`src/rtl/sysmem_arbiter.sv`:
```
// Two-port arbiter and fixed four-state sequencer for the byte-banked system SRAM.
// One transaction at a time: IDLE -> ISSUE -> WAIT -> DONE, with a one-cycle ready pulse.
module sysmem_arbiter #(
   parameter int ROUND_ROBIN = 1,
   parameter int AW          = 11
) (
   input  logic          clk,
   input  logic          resetn,
   input  logic          m0_valid,
   input  logic [31:0]   m0_addr,
   input  logic [31:0]   m0_wdata,
   input  logic [3:0]    m0_wstrb,
   output logic          m0_ready,
   output logic [31:0]   m0_rdata,
   input  logic          m1_valid,
   input  logic [31:0]   m1_addr,
   input  logic [31:0]   m1_wdata,
   input  logic [3:0]    m1_wstrb,
   output logic          m1_ready,
   output logic [31:0]   m1_rdata,
   output logic [AW-1:0] sram_addr,
   output logic [31:0]   sram_wdata,
   output logic [3:0]    sram_we,
   output logic          sram_ce,
   input  logic [31:0]   sram_rdata,
   output logic [1:0]    grant,
   output logic          busy
);

   typedef enum logic [1:0] {IDLE, ISSUE, WAIT, DONE} state_t;

   state_t        state_q, state_d;
   logic [1:0]    grant_q, grant_d;
   logic          last_q, last_d;
   logic [AW-1:0] addr_q, addr_d;
   logic [31:0]   wdata_q, wdata_d;
   logic [3:0]    we_q, we_d;
   logic          ce_q, ce_d;
   logic          inrange_q, inrange_d;
   logic          busy_q, busy_d;
   logic          ready0_q, ready0_d;
   logic          ready1_q, ready1_d;
   logic [31:0]   rdata0_q, rdata0_d;
   logic [31:0]   rdata1_q, rdata1_d;

   logic          pick1;
   logic [31:0]   req_addr;
   logic [31:0]   req_wdata;
   logic [3:0]    req_wstrb;
   logic          req_inrange;
   logic [31:0]   cap_data;
   logic          unused_addr_lsbs;

   // last_q = 1 means port 1 owned the previous transaction, so port 0 wins the next tie.
   always_comb begin
      if (m0_valid && m1_valid) begin
         pick1 = (ROUND_ROBIN != 0) ? ~last_q : 1'b0;
      end else begin
         pick1 = m1_valid;
      end
   end

   assign req_addr         = pick1 ? m1_addr  : m0_addr;
   assign req_wdata        = pick1 ? m1_wdata : m0_wdata;
   assign req_wstrb        = pick1 ? m1_wstrb : m0_wstrb;
   assign req_inrange      = (req_addr[31:AW+2] == '0);
   assign cap_data         = inrange_q ? sram_rdata : 32'h0;
   assign unused_addr_lsbs = ^req_addr[1:0];

   always_comb begin
      state_d   = state_q;
      grant_d   = grant_q;
      last_d    = last_q;
      addr_d    = addr_q;
      wdata_d   = wdata_q;
      inrange_d = inrange_q;
      busy_d    = busy_q;
      rdata0_d  = rdata0_q;
      rdata1_d  = rdata1_q;
      we_d      = 4'h0;
      ce_d      = 1'b0;
      ready0_d  = 1'b0;
      ready1_d  = 1'b0;
      case (state_q)
         IDLE: begin
            if (m0_valid || m1_valid) begin
               state_d   = ISSUE;
               grant_d   = pick1 ? 2'b10 : 2'b01;
               addr_d    = req_addr[AW+1:2];
               wdata_d   = req_wdata;
               inrange_d = req_inrange;
               ce_d      = 1'b1;
               we_d      = req_inrange ? req_wstrb : 4'h0;
               busy_d    = 1'b1;
            end
         end
         ISSUE: begin
            state_d = WAIT;
         end
         WAIT: begin
            // Banks present the addressed word during this cycle; latch it for the owner.
            state_d = DONE;
            if (grant_q[0]) begin
               rdata0_d = cap_data;
               ready0_d = 1'b1;
            end
            if (grant_q[1]) begin
               rdata1_d = cap_data;
               ready1_d = 1'b1;
            end
         end
         DONE: begin
            state_d = IDLE;
            grant_d = 2'b00;
            last_d  = grant_q[1];
            busy_d  = 1'b0;
         end
         default: begin
            state_d = IDLE;
            grant_d = 2'b00;
            busy_d  = 1'b0;
         end
      endcase
   end

   always_ff @(posedge clk or negedge resetn) begin
      if (!resetn) begin
         state_q   <= IDLE;
         grant_q   <= 2'b00;
         last_q    <= 1'b1;
         addr_q    <= '0;
         wdata_q   <= 32'h0;
         we_q      <= 4'h0;
         ce_q      <= 1'b0;
         inrange_q <= 1'b0;
         busy_q    <= 1'b0;
         ready0_q  <= 1'b0;
         ready1_q  <= 1'b0;
         rdata0_q  <= 32'h0;
         rdata1_q  <= 32'h0;
      end else begin
         state_q   <= state_d;
         grant_q   <= grant_d;
         last_q    <= last_d;
         addr_q    <= addr_d;
         wdata_q   <= wdata_d;
         we_q      <= we_d;
         ce_q      <= ce_d;
         inrange_q <= inrange_d;
         busy_q    <= busy_d;
         ready0_q  <= ready0_d;
         ready1_q  <= ready1_d;
         rdata0_q  <= rdata0_d;
         rdata1_q  <= rdata1_d;
      end
   end

   assign m0_ready   = ready0_q;
   assign m1_ready   = ready1_q;
   assign m0_rdata   = rdata0_q;
   assign m1_rdata   = rdata1_q;
   assign sram_addr  = addr_q;
   assign sram_wdata = wdata_q;
   assign sram_we    = we_q;
   assign sram_ce    = ce_q;
   assign grant      = grant_q;
   assign busy       = busy_q;

endmodule

```
`config.mk`:
```
export PLATFORM = sky130hd
export DESIGN_NAME = sysmem_arbiter
export DESIGN_NICKNAME = d
export VERILOG_FILES = /design/src/rtl/sysmem_arbiter.sv
export SDC_FILE = /design/constraint.sdc
export NUM_CORES = 1
export LEC_CHECK = 0
export BUFFER_PORTS_ARGS = -buffer_cell sky130_fd_sc_hd__buf_4
export CORE_AREA = 2 2 114 116
export DETAILED_ROUTE_END_ITERATION = 8
export DIE_AREA = 0 0 116 118
export GPL_TIMING_DRIVEN = 0
export PLACE_DENSITY = 0.75
export SLEW_MARGIN = 20
export SYNTH_ARGS = -nofsm -noshare
export SYNTH_HDL_FRONTEND = slang
export SYNTH_SLANG_ARGS = --single-unit
```
`constraint.sdc`:
```
create_clock -name clk -period 2 [get_ports clk]
set_input_delay 0.3 -clock clk [delete_from_list [all_inputs] [get_ports clk]]
set_output_delay 0.3 -clock clk [all_outputs]
set_load 0.01 [all_outputs]
```
==> impl_metrics.toml, run 1 <==
[status]
status = "complete, no violations"

[timing]
finalMaxSlewViolations = 0
hold_ws_ps = 146.2
worst_slew_pin_slew_ps = 534.2
hold_violations = 0
rsz0062_at_grt = "yes"
skew_ps = 9.225
finalCriticalPeriod_ps = 1832
period_share_pct = 91.58
slew_headroom_pct = 64.38
max_freq_mhz = 545.9
finalSetupViolCount = 0

[clock_network]
h-tree-depth = 4
insertion_delay_ps = 410
cts_root_buffer = "clkbuf_16"
clock-sinks = 121
cts_tree = "built"
cts.path.max_buffers = 2
clk_pin_slew_ps = 60
cts_buffers = 17
postCtsSetupRepairBufs = 0

[finish]
layout_common_cells = "288 x buf_4, 145 x nand2_1, 120 x dfrtp_1, 108 x o21ai_0, 48 x mux2i_1"
nets = 979
areaGrowthSynthToFinish_pct = 59.96
n_antenna_cell = 0
final_common_cell = "buf_4"
stdcell_count = 988
drive_gt1_share_pct = 41.18
final_core_util_pct = 64.86
finalInstanceArea_mm2 = 0.008051
fillCellCount = 979

[critical_path]
cp_slowest_cell = "clkbuf_1"
arrival_ps = 2140
r2r_end = "m0_rdata[9]$_DFFE_PN0P_"
reg2reg_slack_ps = 170
path_cells = "inv_1 > ha_1 > nand2_1 > clkbuf_1 > clkbuf_1 > nand2_1 > o21ai_0"
worst-setup-path-type = "flop to flop"
r2r_cells = 7
r2r_start = "state_q[0]$_DFFE_PN0P_"
cp-start-kind = "flop"
cp_slowest_stage_delay_ps = 430
critPathMaxFanout = 10
worstSetupEndpointType = "flop"
cp.required_ps = 2310

[place]
place_area_mm2 = 0.007412
place_inst = 955
dpl.hpwl_mm = 12.31
place.gp.congestion = 0.8572
port_buffers = 284

[pwr]
p_per_area_mw_per_mm2 = 1443
intPower_mw = 7.671
fin_total_pwr_mw = 11.62
clkPwrFrac_pct = 27.3
power.switching_mw = 3.948
seqPwrFrac_pct = 36.1
vdd_drop_max_uv = 501.3
pwr-share-comb_pct = 36.7
p_leak_nw = 4.118
swShare_pct = 33.98

[drt]
initialDrtViolationCount = 385
dr_total_vias = 4856
drt_first_pass_iters = 4
wl_mm = 15.70
detail-route-antenna-nets = 0
viasPerCell = 4.915
drc = 0
wl_per_cell_um = 15.89

[job]
max-cap-violations = 0

[floorplanning]
die_h_um = 118
num_rows = 41
initial_utilization_pct = 40.55
pin_count = 289
dieArea_mm2 = 0.01369
die_x_um = 116
core-area_mm2 = 0.01241

[synthesis]
yosys_warnings = 0
syn_inst = 498
syn_avg_cell_area_um2 = 10.11
synth_nets = 674
netlist-cell-type-count = 26
syn_area_mm2 = 0.005034
synth_ff_type = "dfrtp_1"
synth-seq-area-share_pct = 60.18
ys_seq_elements = 121
synth_edf_count = 0
ys_async_sr_fraction_pct = 100.0

[worst_hold_path]
hold_class = "primary input to flop"
holdCritStartpoint = "m1_wstrb[2]"
whs_endpoint = "sram_we[2]$_DFF_PN0_"
worstHoldPathCells = 3

[global_routing]
grt_pass1_vias = 5221
grt_max_degree = 66
grt_pass1_wl_mm = 25.41
grt-ovfl-total = 0
antenna_found_initial = 0
grt_use_total_pct = 23.55
[critical path, delay by kind of cell (launching register included)]
family | cells | cell delay (ps)
simple gates | 2 | 180
flops | 1 | 360
buf+inv | 3 | 860
compound gates | 1 | 100
fa+ha+maj | 1 | 230
[what timing repair did]
item,4_1_cts,5_1_grt
pin swaps,0,0
hold buffers,1,0
setup endpoints to repair,1,23
hold endpoints to repair,55,0
gates cloned,0,0
resized for setup,1,8
[worst max path at each step]
stage / from / to / slack, ps / cells past startpoint
5_1_grt: state_q[0]$_DFFE_PN0P_ / m0_rdata[15]$_DFFE_PN0P_ / -30 / 7
6_report: state_q[0]$_DFFE_PN0P_ / m0_rdata[9]$_DFFE_PN0P_ / 170 / 7
2_1_floorplan: state_q[0]$_DFFE_PN0P_ / sram_we[0]$_DFF_PN0_ / 530 / 6
4_1_cts: state_q[0]$_DFFE_PN0P_ / m0_rdata[23]$_DFFE_PN0P_ / 150 / 7
3_3_place_gp: state_q[0]$_DFFE_PN0P_ / sram_wdata[9]$_DFFE_PN0P_ / 160 / 7
3_5_place_dp: state_q[1]$_DFFE_PN0P_ / sram_wdata[14]$_DFFE_PN0P_ / 8 / 7
[metal layers]
metal,track usage (%),vias to the layer above,part of all wire [%]
li1,-,2288,-
met1,28.11,2305,40
met2,40.97,230,50
met3,5.149,33,7.9
met4,9.152,0,2.3
met5,0,-,0
[state kept, by name, indices dropped and copies added, names as in the netlist]
| register | cells |
|---|---|
| sram_addr | 11 |
| m0_ready | 1 |
| last_q | 1 |
| m1_rdata | 32 |
| state_q | 2 |
| sram_ce | 1 |
| sram_wdata | 32 |
| busy | 1 |
| inrange_q | 1 |
| grant | 2 |
| sram_we | 4 |
| m0_rdata | 32 |
| m1_ready | 1 |
[kinds of logic after synthesis]
family	count (synthesis)	synth area share [%]
AOI/OAI and AO/OA	115	11.81
DFF	121	60.18
buffers and inverters	39	3.604
adders and majority gates	4	0.9943
muxes	50	9.992
and+or+nand+nor	169	13.42
[layout make-up]
class	instances	area (um^2)	share of cell area, %
plain buffers	33	163.9	2.036
clock buffers	19	452.9	5.625
clock inverters	13	167.7	2.082
inverters	6	22.52	0.2797
multi-input cells	338	1827	22.69
flip-flops and latches	121	3029	37.62
well taps	172	215.2	2.673
repair buffers	286	2173	26.99
[power groups by stage]
| stage | clock, mW | combinational [mW] | sequential (mW) |
|---|---|---|---|
| after floorplan | 0 | 1.36 | 4.59 |
| after global placement | 0 | 4.20 | 4.15 |
| after detailed placement | 0 | 4.33 | 4.22 |
| after CTS | 3.20 | 4.34 | 4.19 |
| after global routing | 3.31 | 4.72 | 4.32 |
| final | 3.17 | 4.26 | 4.19 |
[synth_stat cells (2+ instances only)]
library cell	count	area share (%)
buf_4	5	0.75
nor2_1	8	0.60
a21oi_1	2	0.20
ha_1	4	0.99
nor3_1	2	0.20
o21ai_0	108	11
dfrtp_1	120	60
clkbuf_1	23	1.7
buf_2	4	0.40
nand2_1	145	11
nor4_1	8	0.99
nand4_1	2	0.25
inv_1	6	0.45
mux2i_1	48	9.5
mux2_2	2	0.45
[through the flow]
step	worst slack, ps	setup TNS (ps)
2_1_floorplan	532.2	0
4_1_cts	150.8	0
6_report	168.3	0
5_1_grt	-25.62	-56.64
3_3_place_gp	155.2	0
3_5_place_dp	8.350	0
No activity file was read; power rests on OpenSTA's default activity.
==> run 2: changes to the inputs <==
==> config.mk (replaced) <==
export PLATFORM = sky130hd
export DESIGN_NAME = sysmem_arbiter
export DESIGN_NICKNAME = d
export VERILOG_FILES = /design/src/rtl/sysmem_arbiter.sv
export SDC_FILE = /design/constraint.sdc
export NUM_CORES = 1
export LEC_CHECK = 0
export CORE_AREA = 2 2 113 115
export DETAILED_ROUTE_END_ITERATION = 8
export DIE_AREA = 0 0 115 117
export DONT_BUFFER_PORTS = 1
export GPL_TIMING_DRIVEN = 0
export RECOVER_POWER = 100
export SLEW_MARGIN = 20
export SYNTH_ARGS = -nofsm -noshare
export SYNTH_HDL_FRONTEND = slang
export SYNTH_SLANG_ARGS = --single-unit
==> run 2 against run 1 <==
  * The flow now finishes with violations (negative hold slack)
  * Via count fell by 24%
  * Sequential share of layout area up 15 points
  * Maximum frequency is 0.49% higher
  * Cell area is 28% lower
  * Register-to-register slack barely moved
  * Final cell count decreased by 31%
  * Non-clock buffer count is 286 lower
  * Worst setup slack gained 8.9 ps
  * Critical path depth unchanged
  * Clock-buffer cell count rose by 2
  * Largest cell class unchanged
  * Largest power group is now sequential cells
  * Highest routed layer unchanged
==> impl_metrics.toml, run 2 (synthesis results as in run 1) <==
[place]
place.gp.congestion = 0.8061
port_buffers = 0
dpl.hpwl_mm = 9.701

[global_routing]
grt_max_degree = 122
antenna_found_initial = 0
grt_pass1_vias = 3604
grt_pass1_wl_mm = 19.29
grt-ovfl-total = 0
grt_use_total_pct = 19.08

[timing]
skew_ps = 10.40
worst_slew_pin_slew_ps = 469.2
finalMaxSlewViolations = 0
hold_violations = 121
rsz0062_at_grt = "yes"
finalSetupViolCount = 0
slew_headroom_pct = 68.72
hold_ws_ps = -411.4
finalCriticalPeriod_ps = 1823
period_share_pct = 91.14
max_freq_mhz = 548.6

[drt]
wl_mm = 13.01
detail-route-antenna-nets = 0
viasPerCell = 5.410
dr_total_vias = 3668
drc = 0
drt_first_pass_iters = 5
initialDrtViolationCount = 159
wl_per_cell_um = 19.19

[critical_path]
cp-start-kind = "flop"
worst-setup-path-type = "flop to flop"
critPathMaxFanout = 10
r2r_cells = 7
reg2reg_slack_ps = 180
arrival_ps = 2130
worstSetupEndpointType = "flop"
r2r_start = "state_q[0]$_DFFE_PN0P_"
cp.required_ps = 2310
r2r_end = "m1_rdata[13]$_DFFE_PN0P_"

[pwr]
p_leak_nw = 2.677
vdd_drop_max_uv = 665.6
p_per_area_mw_per_mm2 = 1630

[clock_network]
cts_buffers = 17
cts_tree = "built"
cts.path.max_buffers = 2
insertion_delay_ps = 410
h-tree-depth = 4
clock-sinks = 121
postCtsSetupRepairBufs = 0
clk_pin_slew_ps = 50
cts_root_buffer = "clkbuf_16"

[status]
violations = "negative hold slack"
status = "finished, violations left"

[floorplanning]
pin_count = 289
dieArea_mm2 = 0.01346
core-area_mm2 = 0.01231
initial_utilization_pct = 40.88
die_h_um = 117
die_x_um = 115
num_rows = 41

[finish]
final_core_util_pct = 47.06
n_antenna_cell = 0
areaGrowthSynthToFinish_pct = 15.11
nets = 693
final_common_cell = "nand2_1"
layout_common_cells = "145 x nand2_1, 120 x dfrtp_1, 108 x o21ai_0, 48 x mux2i_1, 18 x clkbuf_1"
drive_gt1_share_pct = 9.470

[job]
max-cap-violations = 0

[worst_hold_path]
hold_class = "primary input to asynchronous set/reset pin"
run 2: through the flow:
stage          TNS, ps  setup WS (ps)  std cells  power, mW  instance area (um^2)
2_1_floorplan        0          532.2        498      5.955                  5034
3_3_place_gp    -147.1         -17.34        648      6.544                  5221
3_5_place_dp    -606.6         -76.79        648      6.668                  5221
4_1_cts              0          114.9        678      9.551                  5777
5_1_grt         -46.08         -13.97        678      10.10                  5794
6_report             0          177.2        678      9.442                  5794
run 2: what timing repair did:
action | 4_1_cts | 5_1_grt
resized for setup | 1 | 18
setup endpoints to repair | 23 | 51
pin swaps | 0 | 0
endpoints found under the hold margin | 121 | 121
run 2: worst max path at each step:
stage	startpoint	endpoint	slack [ps]	depth (start not counted)
3_3_place_gp	state_q[0]$_DFFE_PN0P_	sram_wdata[8]$_DFFE_PN0P_	-20	7
4_1_cts	state_q[0]$_DFFE_PN0P_	m1_rdata[28]$_DFFE_PN0P_	110	7
2_1_floorplan	state_q[0]$_DFFE_PN0P_	sram_we[0]$_DFF_PN0_	530	6
5_1_grt	state_q[0]$_DFFE_PN0P_	m1_rdata[11]$_DFFE_PN0P_	-10	7
6_report	state_q[0]$_DFFE_PN0P_	m1_rdata[13]$_DFFE_PN0P_	180	7
3_5_place_dp	state_q[1]$_DFFE_PN0P_	sram_wdata[11]$_DFFE_PN0P_	-80	7
run 2: report_power, final:
| group | leakage [nW] | total [mW] | switching, mW | internal, mW |
|---|---|---|---|---|
| sequential | 1.57 | 4.85 | 1.32 | 3.53 |
| combinational | 0.835 | 1.74 | 1.05 | 0.686 |
| clock | 0.272 | 2.85 | 1.01 | 1.84 |
run 2: final cells by class:
cell class / count / area (um^2)
fillers: 1181 / 6518
flip-flops and latches: 121 / 3029
multi-input cells: 338 / 1833
clock buffers: 21 / 450.4
well taps: 150 / 187.7
plain buffers: 33 / 170.2
clock inverters: 9 / 101.3
inverters: 6 / 22.52
run 2: worst max-delay path: stages, from the launching register on:
cell,delay [ps]
dfrtp_1,350
inv_1,90
ha_1,240
nand2_1,110
clkbuf_1,320
buf_1,430
nand2_1,90
o21ai_0,100
run 2: metal layers:
metal	vias up	share of wire (%)	GRT usage, %
li1	1707	-	-
met1	1760	38	22.52
met2	187	49	30.78
met3	14	11	8.290
met4	0	1.5	7.791
met5	-	0	0
